**src/rtl/bitserial_logic_ctrl.sv**
```systemverilog
// bitserial_logic_ctrl
// Time-shares one external 1-bit gate unit across a WIDTH-bit word.
// Bits are processed LSB first, one per cycle, and the result word is assembled in place.
//
// Ports:
//   clk, rst          - system clock; synchronous active-high reset
//   start, op, a, b   - request pulse, operation (0 AND,1 OR,2 XOR,3 NOT,4 NAND,5 NOR), operands
//   gate_op/a/b       - drive to the shared gate unit (all zero outside RUN)
//   gate_c            - combinational gate unit output
//   busy, done, err   - status; done is a one-cycle pulse, err flags an illegal op
//   result            - assembled word, held until the next accepted start
module bitserial_logic_ctrl #(
    parameter int unsigned WIDTH = 8
) (
    input  logic             clk,
    input  logic             rst,
    input  logic             start,
    input  logic [2:0]       op,
    input  logic [WIDTH-1:0] a,
    input  logic [WIDTH-1:0] b,
    output logic [2:0]       gate_op,
    output logic             gate_a,
    output logic             gate_b,
    input  logic             gate_c,
    output logic             busy,
    output logic             done,
    output logic             err,
    output logic [WIDTH-1:0] result
);

    localparam int unsigned IDX_W = (WIDTH > 1) ? $clog2(WIDTH) : 1;
    localparam logic [IDX_W-1:0] LAST_IDX = IDX_W'(WIDTH - 1);
    localparam logic [2:0] OP_NOT = 3'd3;
    localparam logic [2:0] OP_MAX = 3'd5;

    typedef enum logic [1:0] {
        ST_IDLE = 2'd0,
        ST_RUN  = 2'd1,
        ST_DONE = 2'd2
    } state_t;

    state_t           state;
    state_t           state_n;
    logic [WIDTH-1:0] a_reg;
    logic [WIDTH-1:0] b_reg;
    logic [2:0]       op_reg;
    logic [IDX_W-1:0] idx;
    logic [IDX_W-1:0] idx_nx;
    logic             accept_c;
    logic             illegal_c;
    logic             gate_a_n;
    logic             gate_b_n;
    logic [2:0]       gate_op_n;

    // State register
    always_ff @(posedge clk) begin
        if (rst) begin
            state <= ST_IDLE;
        end else begin
            state <= state_n;
        end
    end

    // Next state, plus the gate drive for the coming cycle so the gate outputs can be registered
    always_comb begin
        state_n   = state;
        accept_c  = 1'b0;
        illegal_c = (op > OP_MAX);
        idx_nx    = idx + IDX_W'(1);
        gate_a_n  = 1'b0;
        gate_b_n  = 1'b0;
        gate_op_n = 3'd0;
        case (state)
            ST_IDLE: begin
                if (start) begin
                    accept_c = 1'b1;
                    if (illegal_c) begin
                        state_n = ST_DONE;
                    end else begin
                        state_n   = ST_RUN;
                        gate_a_n  = a[0];
                        gate_b_n  = (op == OP_NOT) ? 1'b0 : b[0];
                        gate_op_n = op;
                    end
                end
            end
            ST_RUN: begin
                if (idx == LAST_IDX) begin
                    state_n = ST_DONE;
                end else begin
                    gate_a_n  = a_reg[idx_nx];
                    gate_b_n  = (op_reg == OP_NOT) ? 1'b0 : b_reg[idx_nx];
                    gate_op_n = op_reg;
                end
            end
            ST_DONE: state_n = ST_IDLE;
            default: state_n = ST_IDLE;
        endcase
    end

    // Operand capture, bit index, result assembly and registered status/gate outputs
    always_ff @(posedge clk) begin
        if (rst) begin
            a_reg   <= '0;
            b_reg   <= '0;
            op_reg  <= 3'd0;
            idx     <= '0;
            result  <= '0;
            err     <= 1'b0;
            busy    <= 1'b0;
            done    <= 1'b0;
            gate_a  <= 1'b0;
            gate_b  <= 1'b0;
            gate_op <= 3'd0;
        end else begin
            busy    <= (state_n != ST_IDLE);
            done    <= (state_n == ST_DONE);
            gate_a  <= gate_a_n;
            gate_b  <= gate_b_n;
            gate_op <= gate_op_n;
            if (accept_c) begin
                result <= '0;
                err    <= illegal_c;
                idx    <= '0;
                if (!illegal_c) begin
                    a_reg  <= a;
                    b_reg  <= b;
                    op_reg <= op;
                end
            end else if (state == ST_RUN) begin
                result[idx] <= gate_c;
                // idx parks at the last bit; it is cleared on the next accepted start
                if (idx != LAST_IDX) begin
                    idx <= idx_nx;
                end
            end
        end
    end

endmodule

```
**config.mk**
```make
export PLATFORM = sky130hd
export DESIGN_NAME = bitserial_logic_ctrl
export DESIGN_NICKNAME = d
export VERILOG_FILES = /design/src/rtl/bitserial_logic_ctrl.sv
export SDC_FILE = /design/constraint.sdc
export NUM_CORES = 1
export LEC_CHECK = 0
export CAP_MARGIN = 20
export CORE_MARGIN = 2
export CORE_UTILIZATION = 52
export CTS_BUF_LIST = sky130_fd_sc_hd__clkbuf_16
export CTS_CLUSTER_DIAMETER = 120
export CTS_CLUSTER_SIZE = 28
export DETAILED_ROUTE_END_ITERATION = 12
export HOLD_SLACK_MARGIN = 0.1
export PLACE_DENSITY = 0.87
export SLEW_MARGIN = 40
export SYNTH_ARGS = -nofsm -noshare
export SYNTH_HDL_FRONTEND = slang
export SYNTH_SLANG_ARGS = --single-unit
```
**constraint.sdc**
```tcl
create_clock -name clk -period 3.94 [get_ports clk]
set_clock_uncertainty 0.15 [all_clocks]
set_input_delay 0.591 -clock clk [delete_from_list [all_inputs] [get_ports clk]]
set_output_delay 0.591 -clock clk [all_outputs]
set_load 0.02 [all_outputs]
```
### Word-level counts from Yosys, hierarchy flattened

Index checks and enable logic that the tools add are counted.

* bits in registers: 40
* bits in latches: 0
* memory bits (writable): 0
* memory bits (read-only): 0
* input port bits: 23
* memories: 0

* $add $sub $neg: 1
* multiply operators: 0
* div/mod/pow operators: 0
* order comparisons: 4
* equal/unequal tests: 6
* shift operators: 0
* multiplexer cells: 27
* bitwise operators: 1
* reductions and logical operators: 6

Operator list (count)
* 1-bit 2-to-1 mux: 13
* 3-bit 2-to-1 mux: 3
* 8-bit bitwise mux: 1
* 3-bit by 4-bit less-than comparator with 1-bit output, second input constant: 2
* 1-bit binary-select mux with 3-bit select: 2
* 3-bit by 2-bit == test with 1-bit output, second input constant: 2
* 2-bit 2-to-1 mux: 3
* 3-bit case mux with 2 select lines: 1
* 1-bit case mux with 2 select lines: 2
* 2-bit case mux with 2 select lines: 1
* 2-bit AND reduction: 2
* 3-bit by 1-bit adder with 3-bit output, second input constant: 1
* 1-bit demux with 3-bit select: 1
* 3-bit == test, second input constant: 1
* 3-bit by 1-bit greater-or-equal comparator with 1-bit output, second input constant: 1
* 3-bit > comparator, second input constant: 1
* 3-bit inequality test, second input constant: 1
* 2-bit by 1-bit == test with 1-bit output, second input constant: 1
* 2-bit == test, second input constant: 1
* 2-bit zero test: 1
* 2-bit nonzero test: 1
* 2-bit OR reduction: 1
* 1-bit logical AND: 1
* 1-bit inverter: 1

### Depth between registers and ports, before layout

* depth in word-level cells: 6
* depth in mapped cells: 7
* gate-level depth less buffers: 5

### Worst setup path before layout

OpenSTA, ideal clock, no wires.

* path type: input port to flip-flop
* from: input port start
* to: register b_reg[6]
* data arrival time: 1.583 ns
* required time: 3.658 ns
* path slack: 2.075 ns
* stages on the path: 7
* cell sequence: or3b_1 buf_6 nand2b_1 buf_2 buf_6 nand2_1 a21oi_1

* longest elaborated chain between the ends: 3

Ends and longest elaborated chain
* start: declaration: RTL line 17 `input logic start,`
* 1-bit 2-to-1 mux: RTL line 75 `if (start) begin`
* 1-bit 2-to-1 mux: RTL line 73 `case (state)`
* 2-bit AND reduction (no line)
* end signal: assignment: RTL line 105 `b_reg <= '0;`
* end signal: assignment: RTL line 127 `b_reg <= b;`
* end: declaration: RTL line 45 `logic [WIDTH-1:0] b_reg;`

Every way passes these cells.
A chain may end at the register's enable or synchronous reset.

### Worst setup path in the final report

Same ends and word-level chain as after synthesis.

==> reports/metrics.cfg <==
[setup_path]
cp-end-kind = register
cp.required_ns = 3.94
r2r_start = idx[1]
start_kind = input pin
cp_max_fo = 17
crit_start = start
critical_path_arrival_ns = 2.31
path_class = input pin to register

[worst_hold_path]
hold_start = a_reg[4]
hold_class = register to register

[clock_network]
post-cts-setup-buffer-count = 0
insertion_delay_ns = 0.28
clockBufferDepth = 2
clk_pin_slew_ns = 0.05
ctsResizeCount = 0
cts_inserted_buffers = 5
clk_root_buffer_cell = clkbuf_16
holdBufCountCts = 0
cts_tree = done
htreeDepth = 2
cts_sinks = 40

[sta]
final.setup.tns_ns = 0
finalCritPeriodShare_pct = 58.61
worst_slack_ns = 1.631
setup_viol = 0
hold_viol = 0
final-max-slew-violation-count = 0
maxSlewHeadroom_pct = 60.56
min_period_ns = 2.309
max_freq_mhz = 433.1
tightest_slew_ns = 0.5903
rsz0062_at_grt = no

[routing]
wl_per_cell_um = 12.84
drt-total-wl_um = 3364
postRouteAntennaNets = 0
vias = 1378
drc = 0
dr.first_iter.drc_count = 54
dr.pass1.iters = 6
vias_per_cell = 5.260

[logic_synthesis]
ys_warn_count = 0
syn_nets = 210
synth_area_mm2 = 0.001674
syn_avg_cell_area_um2 = 9.049
ys_seq_area_share_pct = 47.83
synth_cells = 185
ys_ff_latch = 40
synth.distinct_cells = 32

[power]
power_uw = 918.6
max-vdd-ir-drop_mv = 0.2948
p_leak_uw = 0.0007998
p_per_area_mw_per_mm2 = 423.6

[placement]
post-place-ws_ns = 1.342
gp_congestion = 0.7451
dpl.cell_count = 254
portBuffers = 38
dp_hpwl_um = 2275

[finish]
final_cells = 262
postLayoutCoreUtil_pct = 71.02
nets = 242
drive_gt1_share_pct = 7.798
fillers = 246
area_growth_pct = 29.52
layout_common_cells = 40 x nand2_1, 40 x dfxtp_1, 37 x clkdlybuf4s50_1, 22 x a21oi_1, 18 x nor2_1
insertedDiodeCount = 0
ff_latch_area_um2 = 800.8
multi_input_area_um2 = 798.3

[global_routing]
antenna_found_initial = 0
grt_first_pass_wirelength_um = 5430
grt_pass1_vias = 1218
grt_max_degree = 25
track_usage_pct = 20.93
grt-ovfl-total = 0

[die]
dieWidth_um = 60.74
core_area_mm2 = 0.003053
fp.dieH_um = 60.74
num_rows = 20
io_pins = 39
initial_core_util_pct = 54.84
die_area_mm2 = 0.003689

[run_status]
outcome = completed

[job]
drv_cap = 0

## power by group
group,switching (uW),internal (uW)
combinational,55.1,52.0
sequential,11.0,424
clock,148,229
## final timing paths
check	end	slack (ns)	depth (start not counted)
worst max-delay path	b_reg[6]	1.63	5
worst min-delay path	a_reg[4]	0.30	2
worst max register to register	gate_b	1.79	5
worst min register to register	a_reg[4]	0.30	2
## per-stage QoR
stage	cell area, um^2	hold WS [ns]
after CTS	2173	0.3003
after floorplan	1674	0.2831
after detailed placement	2034	0.2931
after global routing	2168	0.3213
after global placement	2034	0.2900
final	2168	0.3022
## cells in the mapped netlist
master	count	area, um^2
mux4_2	4	90.09
nand2b_1	2	12.51
nand3_1	5	25.02
o21ba_2	1	10.01
nand3b_1	3	22.52
mux2i_1	9	90.09
dfxtp_1	40	800.8
a21oi_1	22	110.1
or2_1	2	12.51
nand4_1	2	12.51
xor2_1	1	8.760
clkbuf_1	6	22.52
o211ai_1	2	15.01
nor2_1	18	67.56
ha_1	2	25.02
a21oi_4	1	16.27
buf_1	1	3.750
o21ai_0	1	5.000
xnor2_1	1	8.760
nand2_1	40	150.1
buf_2	3	15.01
a21oi_2	1	8.760
nor3_1	4	20.02
o22ai_1	1	6.260
and4b_1	1	10.01
or2_2	1	6.260
a21boi_2	1	11.26
or3b_1	1	8.760
a22oi_1	2	15.01
and2b_1	1	7.510
buf_6	3	33.78
nor3b_1	3	22.52
## kinds of logic (layout without fill, tap and decap cells)
logic type	after synthesis	in the layout	share of synthesized area, %
AOI/OAI and AO/OA	32	32	11.81
xor gates and xnor gates	2	2	1.047
adders and majority gates	2	2	1.495
buffers and inverters	13	46	4.484
DFF	40	40	47.83
muxes	13	13	10.76
and+or+nand+nor	83	83	22.57
## critical path, cell delays in order
cell and delay, ns:
clkdlybuf4s50_1 0.45, or3b_1 0.49, nand2b_1 0.47, nand2_1 0.22, a21oi_1 0.09
## metal layers
metal | vias up | wire length [um] | global-route usage (%)
met4 | 0 | 114 | 15.84
met3 | 10 | 143 | 5.117
met1 | 635 | 1422 | 25.07
li1 | 693 | - | -
met5 | - | 0 | 0
met2 | 40 | 1684 | 32.41
## area by class of cell
cell class / instances / area share (%)
Clock buffer: 5 / 5.770
Clock inverter: 3 / 0.6347
Multi-Input combinational cell: 132 / 36.81
Sequential cell: 40 / 36.93
Tap cell: 44 / 2.539
Timing Repair Buffer: 38 / 17.31
No activity file was read; power rests on OpenSTA's default activity.
